[src/rtl/mem_arbiter.sv]
// Two-port (fetch/data) arbiter onto a single-port memory, one outstanding transaction.
// Define ARB_ROUND_ROBIN_EN for round-robin on simultaneous requests; default is data-first.
module mem_arbiter #(
    parameter int unsigned XLEN    = 64,
    parameter int unsigned TIMEOUT = 255
) (
    input  logic            clk_i,
    input  logic            rst_i,
    input  logic            if_req_i,
    input  logic [XLEN-1:0] if_addr_i,
    output logic            if_gnt_o,
    output logic            if_valid_o,
    output logic [XLEN-1:0] if_rdata_o,
    input  logic            d_req_i,
    input  logic            d_we_i,
    input  logic [XLEN-1:0] d_addr_i,
    input  logic [XLEN-1:0] d_wdata_i,
    output logic            d_gnt_o,
    output logic            d_valid_o,
    output logic [XLEN-1:0] d_rdata_o,
    output logic            mem_req_o,
    output logic            mem_we_o,
    output logic [XLEN-1:0] mem_addr_o,
    output logic [XLEN-1:0] mem_wdata_o,
    input  logic [XLEN-1:0] mem_rdata_i,
    input  logic            mem_ready_i,
    output logic            err_o,
    output logic            busy_o
);

    typedef enum logic {StIdle, StBusy} state_e;

    localparam logic       OwnFetch   = 1'b0;
    localparam logic       OwnData    = 1'b1;
    localparam logic [7:0] TimeoutCnt = 8'(TIMEOUT);

    state_e          state_q, state_d;
    logic            owner_q, owner_d;
    logic            we_q, we_d;
    logic [XLEN-1:0] addr_q, addr_d;
    logic [XLEN-1:0] wdata_q, wdata_d;
    logic [7:0]      cnt_q, cnt_d;
    logic            if_gnt_q, if_gnt_d;
    logic            d_gnt_q, d_gnt_d;
    logic            if_valid_q, if_valid_d;
    logic            d_valid_q, d_valid_d;
    logic            err_q, err_d;
    logic [XLEN-1:0] if_rdata_q, if_rdata_d;
    logic [XLEN-1:0] d_rdata_q, d_rdata_d;
    logic            sel_data;
`ifdef ARB_ROUND_ROBIN_EN
    logic            last_owner_q, last_owner_d;
`endif

    always_comb begin
        state_d    = state_q;
        owner_d    = owner_q;
        we_d       = we_q;
        addr_d     = addr_q;
        wdata_d    = wdata_q;
        cnt_d      = cnt_q;
        if_gnt_d   = 1'b0;
        d_gnt_d    = 1'b0;
        if_valid_d = 1'b0;
        d_valid_d  = 1'b0;
        err_d      = 1'b0;
        if_rdata_d = if_rdata_q;
        d_rdata_d  = d_rdata_q;
`ifdef ARB_ROUND_ROBIN_EN
        last_owner_d = last_owner_q;
        sel_data     = (if_req_i && d_req_i) ? (last_owner_q == OwnFetch) : d_req_i;
`else
        sel_data     = d_req_i;
`endif

        case (state_q)
            StIdle: begin
                if (if_req_i || d_req_i) begin
                    state_d = StBusy;
                    owner_d = sel_data ? OwnData : OwnFetch;
                    cnt_d   = '0;
`ifdef ARB_ROUND_ROBIN_EN
                    last_owner_d = sel_data ? OwnData : OwnFetch;
`endif
                    if (sel_data) begin
                        addr_d  = d_addr_i;
                        we_d    = d_we_i;
                        wdata_d = d_wdata_i;
                        d_gnt_d = 1'b1;
                    end else begin
                        addr_d   = if_addr_i;
                        we_d     = 1'b0;
                        if_gnt_d = 1'b1;
                    end
                end
            end
            StBusy: begin
                // A ready arriving in the same cycle the count hits the limit still completes.
                if (mem_ready_i) begin
                    state_d = StIdle;
                    if (owner_q == OwnData) begin
                        d_valid_d = 1'b1;
                        if (!we_q) begin
                            d_rdata_d = mem_rdata_i;
                        end
                    end else begin
                        if_valid_d = 1'b1;
                        if_rdata_d = mem_rdata_i;
                    end
                end else if (cnt_q == TimeoutCnt) begin
                    state_d = StIdle;
                    err_d   = 1'b1;
                    if (owner_q == OwnData) begin
                        d_valid_d = 1'b1;
                        d_rdata_d = '0;
                    end else begin
                        if_valid_d = 1'b1;
                        if_rdata_d = '0;
                    end
                end else begin
                    cnt_d = cnt_q + 8'd1;
                end
            end
            default: state_d = StIdle;
        endcase
    end

    always_ff @(posedge clk_i or posedge rst_i) begin
        if (rst_i) begin
            state_q    <= StIdle;
            owner_q    <= OwnFetch;
            we_q       <= 1'b0;
            addr_q     <= '0;
            wdata_q    <= '0;
            cnt_q      <= '0;
            if_gnt_q   <= 1'b0;
            d_gnt_q    <= 1'b0;
            if_valid_q <= 1'b0;
            d_valid_q  <= 1'b0;
            err_q      <= 1'b0;
            if_rdata_q <= '0;
            d_rdata_q  <= '0;
        end else begin
            state_q    <= state_d;
            owner_q    <= owner_d;
            we_q       <= we_d;
            addr_q     <= addr_d;
            wdata_q    <= wdata_d;
            cnt_q      <= cnt_d;
            if_gnt_q   <= if_gnt_d;
            d_gnt_q    <= d_gnt_d;
            if_valid_q <= if_valid_d;
            d_valid_q  <= d_valid_d;
            err_q      <= err_d;
            if_rdata_q <= if_rdata_d;
            d_rdata_q  <= d_rdata_d;
        end
    end

`ifdef ARB_ROUND_ROBIN_EN
    always_ff @(posedge clk_i or posedge rst_i) begin
        if (rst_i) begin
            last_owner_q <= OwnFetch;
        end else begin
            last_owner_q <= last_owner_d;
        end
    end
`endif

    // mem_req follows state directly so an asynchronous reset drops it at once.
    assign mem_req_o   = (state_q == StBusy);
    assign busy_o      = (state_q == StBusy);
    assign mem_we_o    = (state_q == StBusy) && we_q;
    assign mem_addr_o  = addr_q;
    assign mem_wdata_o = wdata_q;
    assign if_gnt_o    = if_gnt_q;
    assign d_gnt_o     = d_gnt_q;
    assign if_valid_o  = if_valid_q;
    assign d_valid_o   = d_valid_q;
    assign err_o       = err_q;
    assign if_rdata_o  = if_rdata_q;
    assign d_rdata_o   = d_rdata_q;

endmodule
[config.mk]
export PLATFORM = sky130hd
export DESIGN_NAME = mem_arbiter
export DESIGN_NICKNAME = d
export VERILOG_FILES = /design/src/rtl/mem_arbiter.sv
export SDC_FILE = /design/constraint.sdc
export NUM_CORES = 1
export LEC_CHECK = 0
export CORE_AREA = 2 2 203 205
export DETAILED_ROUTE_END_ITERATION = 6
export DIE_AREA = 0 0 205 207
export HOLD_SLACK_MARGIN = 0.15
export PLACE_DENSITY = 0.7
export SYNTH_ARGS = -nofsm -noshare
export SYNTH_HDL_FRONTEND = slang
export SYNTH_SLANG_ARGS = --single-unit
[constraint.sdc]
create_clock -name clk_i -period 14.3 [get_ports clk_i]
set_input_delay 2.145 -clock clk_i [delete_from_list [all_inputs] [get_ports clk_i]]
set_output_delay 2.145 -clock clk_i [all_outputs]
set_load 0.02 [all_outputs]
==> impl_summary.txt, run 1 <==
----------------------------------------------------
[Worst hold path]
  Hold Path Class ... flop to flop
  Worst Hold End ... mem_addr_o[60]
  Worst Hold Depth ... 2
  Hold path start ... mem_addr_o[60]

[STA]
  Highest clock frequency the design can meet ... 240 MHz
  Transition time at the pin with the least slew margin ... 1.16 ns
  Unrepaired setup endpoints after global routing ... no
  Max_slew headroom ... 22.5%
  # setup viols final ... 0
  Fin crit period ... between 4 and 5 ns
  Fraction of the cycle the final worst path needs ... around 30%
  Final Slew Violations ... 0
  Fin. Hold Viols ... 0
  Clock Skews ... between 0.01 and 0.015 ns
  Setup TNS ... 0 ns

[Cells and area]
  Share of post-route cells with drive strength above 1 ... 9.88%
  Area occupied by multi-input gates ... 3970 um^2
  Number of inserted filler cells in the final layout ... about 3800
  Count of nets after finishing ... approximately 1600
  Post-route cell area ... approximately 18000 um^2
  Area Overhead vs Synth ... 59.7%
  Antenna Diode Count ... 0
  Sequential Area ... 6810 um^2

[Synthesis]
  Most frequently used flop master after synthesis ... sky130_fd_sc_hd__dfrtp_1
  Number of instances in the synthesized netlist ... approximately 850
  Leading cell types by total area after synthesis ... sky130_fd_sc_hd__dfrtp_1 61%, sky130_fd_sc_hd__a22o_1 15%, sky130_fd_sc_hd__mux2_2 6.5%, sky130_fd_sc_hd__mux2i_1 5.8%, sky130_fd_sc_hd__o21ai_0 3.1%
  Number of enable flip-flop cells after synthesis ... 0
  Share of the synthesized area in the top cell type ... 61.1%
  Area leader, netlist ... sky130_fd_sc_hd__dfrtp_1
  Post-synth ARST share ... between 90% and 100%
  Mean cell area of the mapped netlist ... 13.1 um^2
  Synthesized Nets ... around 1100
  Unique cell type count in the Yosys netlist ... 31
  Fraction of the yosys area taken by sequential cells ... between 60% and 70%
  Number of flip-flops and latches in the synthesized netlist ... roughly 270
  Post-synthesis cell area ... around 11000 um^2
  Yosys warning count ... 0

[Detailed routing]
  1st-pass router iterations ... 4
  Post-detailed-route DRC marker count ... 0
  Wire length per cell ... between 15 and 20 um
  Highest metal layer with signal wires ... met4
  Post-DRT Antenna Nets ... 0
  DRC marker count from the first detailed-route iteration ... approximately 480
  M1 wire length ... 14.5 mm
  Total length of routed met2 wires ... around 18 mm
  Via density ... between 4 and 5
  DR vias ... between 8000 and 9000
  Final wirelength ... about 36 mm
  Met3 wire length ... approximately 2.8 mm

[Floorplan]
  Die boundary height ... approximately 210 um
  Effective utilization at floorplan ... about 28%
  I/O pin cnt ... 526
  Std cell rows ... 74
  Die width ... between 200 and 250 um
  Placeable core area ... just over 40000 um^2
  Die Outline Area ... roughly 42000 um^2

[Critical path]
  Endpoint of the worst-slack reg-to-reg timing path ... mem_wdata_o[27]
  Number of cells on the worst reg-to-reg path ... 4
  Largest fanout on the critical path ... 15
  Cells along the critical path ... buf_4, and2_1, clkdlybuf4s50_1
  Critical Path End Type ... output port
  Data arrival, critical path ... between 2 and 2.5 ns
  Launch point of the worst path ... busy_o
  Slowest cell on the critical path ... sky130_fd_sc_hd__clkdlybuf4s50_1
  CP max stage delay ... a little over 0.6 ns
  Worst setup slack for register-to-register paths ... roughly 12 ns
  Data required time of the critical path ... between 10 and 15 ns
  Startpoint type of the worst setup path ... flop
  WP buf/inv ... 2
  Startpoint of the lowest-slack register-to-register path ... busy_o
  Crit path max-delay family ... buffers and inverters
  Worst setup path category ... flop to output port

[Clock tree]
  Post-CTS setup buffer count ... 0
  Post-cts gate resize count ... 0
  Buffer type at the clock tree root ... sky130_fd_sc_hd__clkbuf_16
  Worst-Skew Late Latency ... 0.57 ns
  TritonCTS clock tree ... built
  Bufs on Longest Clock Path ... 3
  # hold bufs at CTS ... 0
  Clock transition at the registers of the reported paths ... about 0.06 ns
  H-tree levels ... 1
  Sink count of the clock tree ... approximately 270
  Num CTS Buffers ... 29

[GRT]
  Maximum number of pins on one net before global-route repair ... 139
  Combined global-route utilization of all metal layers ... 16.6%
  Antenna violations before repair ... 0
  Number of global-route vias before repair ... slightly above 9000
  Wire length of the first global-routing pass ... between 50 and 60 mm
  Total gr overflow ... 0

[Place]
  Weighted congestion at the end of routability-driven global placement ... between 0.8 and 0.9
  Detailed placement HPWL ... roughly 26 mm
  Instance area at placement ... 16800 um^2
  I/O Buffers ... between 500 and 600

[Pwr]
  Power density over the cells ... roughly 210 nW/um^2
  Maximum resistive drop on vdd ... around 0.00011 V
  Overall power after layout ... 0.00381 W
  Static Leak ... 7.63 nW

[Flow run]
  Max-cap violation count ... 0

[Status]
  Status ... completed

----------------------------------------------------
## worst register-to-register path, stage by stage, from the launching register on
cell and delay [ns]:
sky130_fd_sc_hd__dfrtp_1 0.41, sky130_fd_sc_hd__buf_4 0.23, sky130_fd_sc_hd__nor2b_4 0.69, sky130_fd_sc_hd__buf_4 0.58
sky130_fd_sc_hd__mux2_2 0.46
## how the worst max path moves through the flow
stage | slack [ns] | to | cells past startpoint
2_1_floorplan | 4.66 | busy_o | 1
3_3_place_gp | 9.41 | if_rdata_o[20] | 4
3_5_place_dp | 9.40 | if_rdata_o[24] | 4
4_1_cts | 10.02 | if_rdata_o[22] | 4
5_1_grt | 9.76 | if_rdata_o[27] | 4
6_report | 10.13 | mem_we_o | 3
## cell type report
cell class,instances,area share [%]
clock buffers,39,4.58
clock inverters,11,0.859
inverters,3,0.106
multi-input cells,504,22.3
flip-flops and latches,272,38.3
well taps,532,3.74
repair buffers,538,30.1
## report_power, final
group          switching, W  internal [W]  leakage [nW]
Sequential         0.000217       0.00109          3.31
Combinational      0.000847      0.000884          3.85
Clock              0.000314      0.000453         0.480
Total               0.00138       0.00243          7.63
## routing by layer
metal	track usage, %	vias up
met5	0	-
met4	5.88	0
met3	4.36	65
met2	28.1	392
met1	20.5	4383
li1	-	4156
## cell usage in the layout, fill, tap and decap left out, types with 3 or more instances in the layout
master / instances
sky130_fd_sc_hd__clkdlybuf4s50_1: 523
sky130_fd_sc_hd__dfrtp_1: 271
sky130_fd_sc_hd__a22o_1: 193
sky130_fd_sc_hd__nand2_1: 72
sky130_fd_sc_hd__o21ai_0: 69
sky130_fd_sc_hd__mux2i_1: 65
sky130_fd_sc_hd__mux2_2: 64
sky130_fd_sc_hd__clkbuf_16: 29
sky130_fd_sc_hd__buf_4: 14
sky130_fd_sc_hd__nand3_1: 8
sky130_fd_sc_hd__clkbuf_8: 5
sky130_fd_sc_hd__clkinv_2: 5
sky130_fd_sc_hd__clkbuf_1: 5
sky130_fd_sc_hd__o211ai_1: 4
sky130_fd_sc_hd__nand4_1: 3
sky130_fd_sc_hd__bufinv_16: 3
## flip-flops by register name, summed over array words and instances (netlist names)
register and cells:
d_rdata_o 64, if_rdata_o 64, mem_addr_o 64, mem_wdata_o 64, cnt_q 8, busy_o 1, d_gnt_o 1, d_valid_o 1
err_o 1, if_gnt_o 1, if_valid_o 1, owner_q 1, we_q 1
## per-stage QoR
stage | setup slack, ns | util (%) | hold slack [ns] | std cells
floorplan | 4.66 | - | 0.479 | 853
global placement | 9.41 | 41.6 | 0.460 | 1849
detailed placement | 9.40 | 41.6 | 0.469 | 1849
CTS | 10.02 | 44.0 | 0.483 | 1899
global route | 9.76 | 44.0 | 0.504 | 1899
finish | 10.13 | 44.0 | 0.475 | 1899
## logic make-up (layout without fill, tap and decap cells)
kind of cell             after synthesis  after routing  synth area share, %
AO/OA/AOI/OAI                        272            272                 19.0
multiplexers                         129            129                 12.3
buffers and inverters                 77            591                 3.46
AND/OR/NAND/NOR                      102            102                 3.99
adder cells (fa/ha/maj)                1              1                0.112
flip-flops                           272            272                 61.1
## cells in the mapped netlist, drive strengths merged, types with 2 or more instances
cell and instances:
nand2b 2, nor2 3, clkbuf 26, nand3 10
nand4 3, and2 2, o21bai 2, buf 48
nor2b 3, inv 3, nor3 2, or4 2
a22o 193, mux2i 65, nand2 73, a21o 2
dfrtp 272, o211ai 4, mux2 64, o21ai 69
(Power assumes the default switching activity.)
==> run 2: changes to the inputs <==
CORE_AREA = 2 2 205 207   (was 2 2 203 205)
DIE_AREA = 0 0 207 209   (was 0 0 205 207)
PLACE_DENSITY = 0.71   (was 0.7)
clock period = 3.4 ns   (was 14.3 ns; I/O delays follow)
==> run 2 against run 1 <==
- power increased to 4.3 times the previous value
- first-iteration DRC count increased by 7.1%
- non-clock buffer count increased by 5
- combinational power increased to 4.2 times the previous value
- critical path type unchanged
- critical endpoint unchanged
- largest cell class unchanged
- largest power group unchanged
==> impl_summary.txt, run 2 (synthesized netlist as in run 1, its figures left out) <==
----------------------------------------------------
[GRT]
  Wire length of the first global-routing pass ... 56.6 mm
  Antenna violations before repair ... 0
  Global route hottest layer ... met2
  Met1 track demand over resource in global routing ... roughly a fifth
  Maximum number of pins on one net before global-route repair ... approximately 100
  Met2 usage ... about 28%
  Number of global-route vias before repair ... between 9000 and 10000
  Combined global-route utilization of all metal layers ... ~16%
  Total gr overflow ... 0
  Met3 track demand over resource in global routing ... under 10%

[Critical path]
  Critical Path End Type ... output port
  Startpoint type of the worst setup path ... flop
  Data required time of the critical path ... approximately 2.9 ns
  Largest fanout on the critical path ... 17
  Worst setup path category ... flop to output port
  Worst setup slack for register-to-register paths ... approximately 1.2 ns
  Data arrival, critical path ... ~2.2 ns

[Pwr]
  Power density over the cells ... ~900 nW/um^2
  Overall power after layout ... between 0.015 and 0.02 W
  Maximum resistive drop on vdd ... 0.000548 V
  Static Leak ... 7.76 nW

[Clock tree]
  Worst-Skew Late Latency ... between 0.5 and 0.6 ns
  Post-CTS setup buffer count ... 0
  Buffer type at the clock tree root ... sky130_fd_sc_hd__clkbuf_16
  H-tree levels ... 1
  # hold bufs at CTS ... 0
  Sink count of the clock tree ... 272
  TritonCTS clock tree ... built
  Num CTS Buffers ... 31
  Clock transition at the registers of the reported paths ... 0.06 ns
  Bufs on Longest Clock Path ... 3
  Post-cts gate resize count ... 0

[STA]
  Worst hold slack across all endpoints ... about 0.28 ns
  Max_slew headroom ... approximately 29%
  Fin crit period ... ~2.7 ns
  Post-route worst setup slack ... roughly 0.66 ns
  Unrepaired setup endpoints after global routing ... no
  Final Slew Violations ... 0
  Clock Skews ... approximately 0.013 ns
  Fraction of the cycle the final worst path needs ... roughly 81%
  Highest clock frequency the design can meet ... approximately 360 MHz
  # setup viols final ... 0
  Transition time at the pin with the least slew margin ... 1.06 ns
  Fin. Hold Viols ... 0

[Flow run]
  Max-cap violation count ... 0

[Cells and area]
  Number of standard cells in the final layout excluding fillers ... between 1500 and 2000
  Share of post-route cells with drive strength above 1 ... a little over a tenth
  Area Overhead vs Synth ... 62.3%
  Commonest non-fill, non-tap cell in the layout ... sky130_fd_sc_hd__clkdlybuf4s50_1
  Antenna Diode Count ... 0
  Count of nets after finishing ... about 1600
  Most used cells in the layout excluding fill and tap cells ... 523 x sky130_fd_sc_hd__clkdlybuf4s50_1, 271 x sky130_fd_sc_hd__dfrtp_1, 193 x sky130_fd_sc_hd__a22o_1
  Number of inserted filler cells in the final layout ... ~3800

[Floorplan]
  Effective utilization at floorplan ... between 20% and 30%
  Die width ... between 200 and 250 um
  Std cell rows ... 75
  I/O pin cnt ... between 500 and 600
  Die Outline Area ... between 40000 and 50000 um^2
  Die boundary height ... 209 um
  Placeable core area ... ~41000 um^2

[Place]
  Weighted congestion at the end of routability-driven global placement ... between 0.9 and 1
  Detailed placement HPWL ... around 26 mm
  Setup Slack @ Placement ... approximately 1.2 ns
  I/O Buffers ... 525
  Cell count after placement ... around 1900

[Detailed routing]
  Final wirelength ... ~36 mm
  Via density ... between 4 and 5
  1st-pass router iterations ... 5
  Post-detailed-route DRC marker count ... 0
  DRC marker count from the first detailed-route iteration ... 510
  Post-DRT Antenna Nets ... 0
  Wire length per cell ... 18.9 um
  DR vias ... roughly 9000

[Worst hold path]
  Hold Path Class ... input pin to flop

[Status]
  Status ... completed

----------------------------------------------------
-- run 2: worst paths after layout --
path,start,end,depth (start not counted)
max in group asynchronous,rst_i,if_rdata_o[16],3
min reg2reg,mem_addr_o[33],mem_addr_o[33],2
min,d_req_i,if_gnt_o,2
max,busy_o,mem_we_o,2
max reg2reg,cnt_q[0],if_rdata_o[43],6
min in group asynchronous,rst_i,mem_addr_o[1],2
-- run 2: power by group --
group | switching (W) | internal (W)
combinational | 0.00356 | 0.00374
sequential | 0.000919 | 0.00460
clock | 0.00137 | 0.00236
total | 0.00585 | 0.0107
-- run 2: layout make-up --
cell class | instances | area, um^2 | area share [%]
well taps | 539 | 674 | 3.73
inverters | 3 | 15.0 | 0.0831
flip-flops and latches | 272 | 6810 | 37.7
repair buffers | 543 | 5460 | 30.2
clock inverters | 18 | 303 | 1.68
clock buffers | 38 | 842 | 4.66
multi-input cells | 504 | 3970 | 22.0
-- run 2: metrics by stage --
stage | util (%) | area [um^2] | setup TNS, ns
after CTS | 43.8 | 18100 | 0
after global placement | 41.0 | 16900 | 0
after detailed placement | 41.0 | 16900 | 0
final | 43.8 | 18100 | 0
after global routing | 43.8 | 18100 | 0
after floorplan | - | 11100 | -191.87
-- run 2: critical path, stage by stage, from the launching register on --
cell                              delay [ns]
sky130_fd_sc_hd__dfrtp_1                0.79
sky130_fd_sc_hd__and2_1                 0.24
sky130_fd_sc_hd__clkdlybuf4s50_1        0.62
-- run 2: layer usage --
layer	vias to the layer above	wire, um	part of all wire [%]
li1	4167	-	-
met1	4515	14900	41
met2	394	18100	50
met3	54	2380	6.5
met4	0	872	2.4
met5	-	0	0
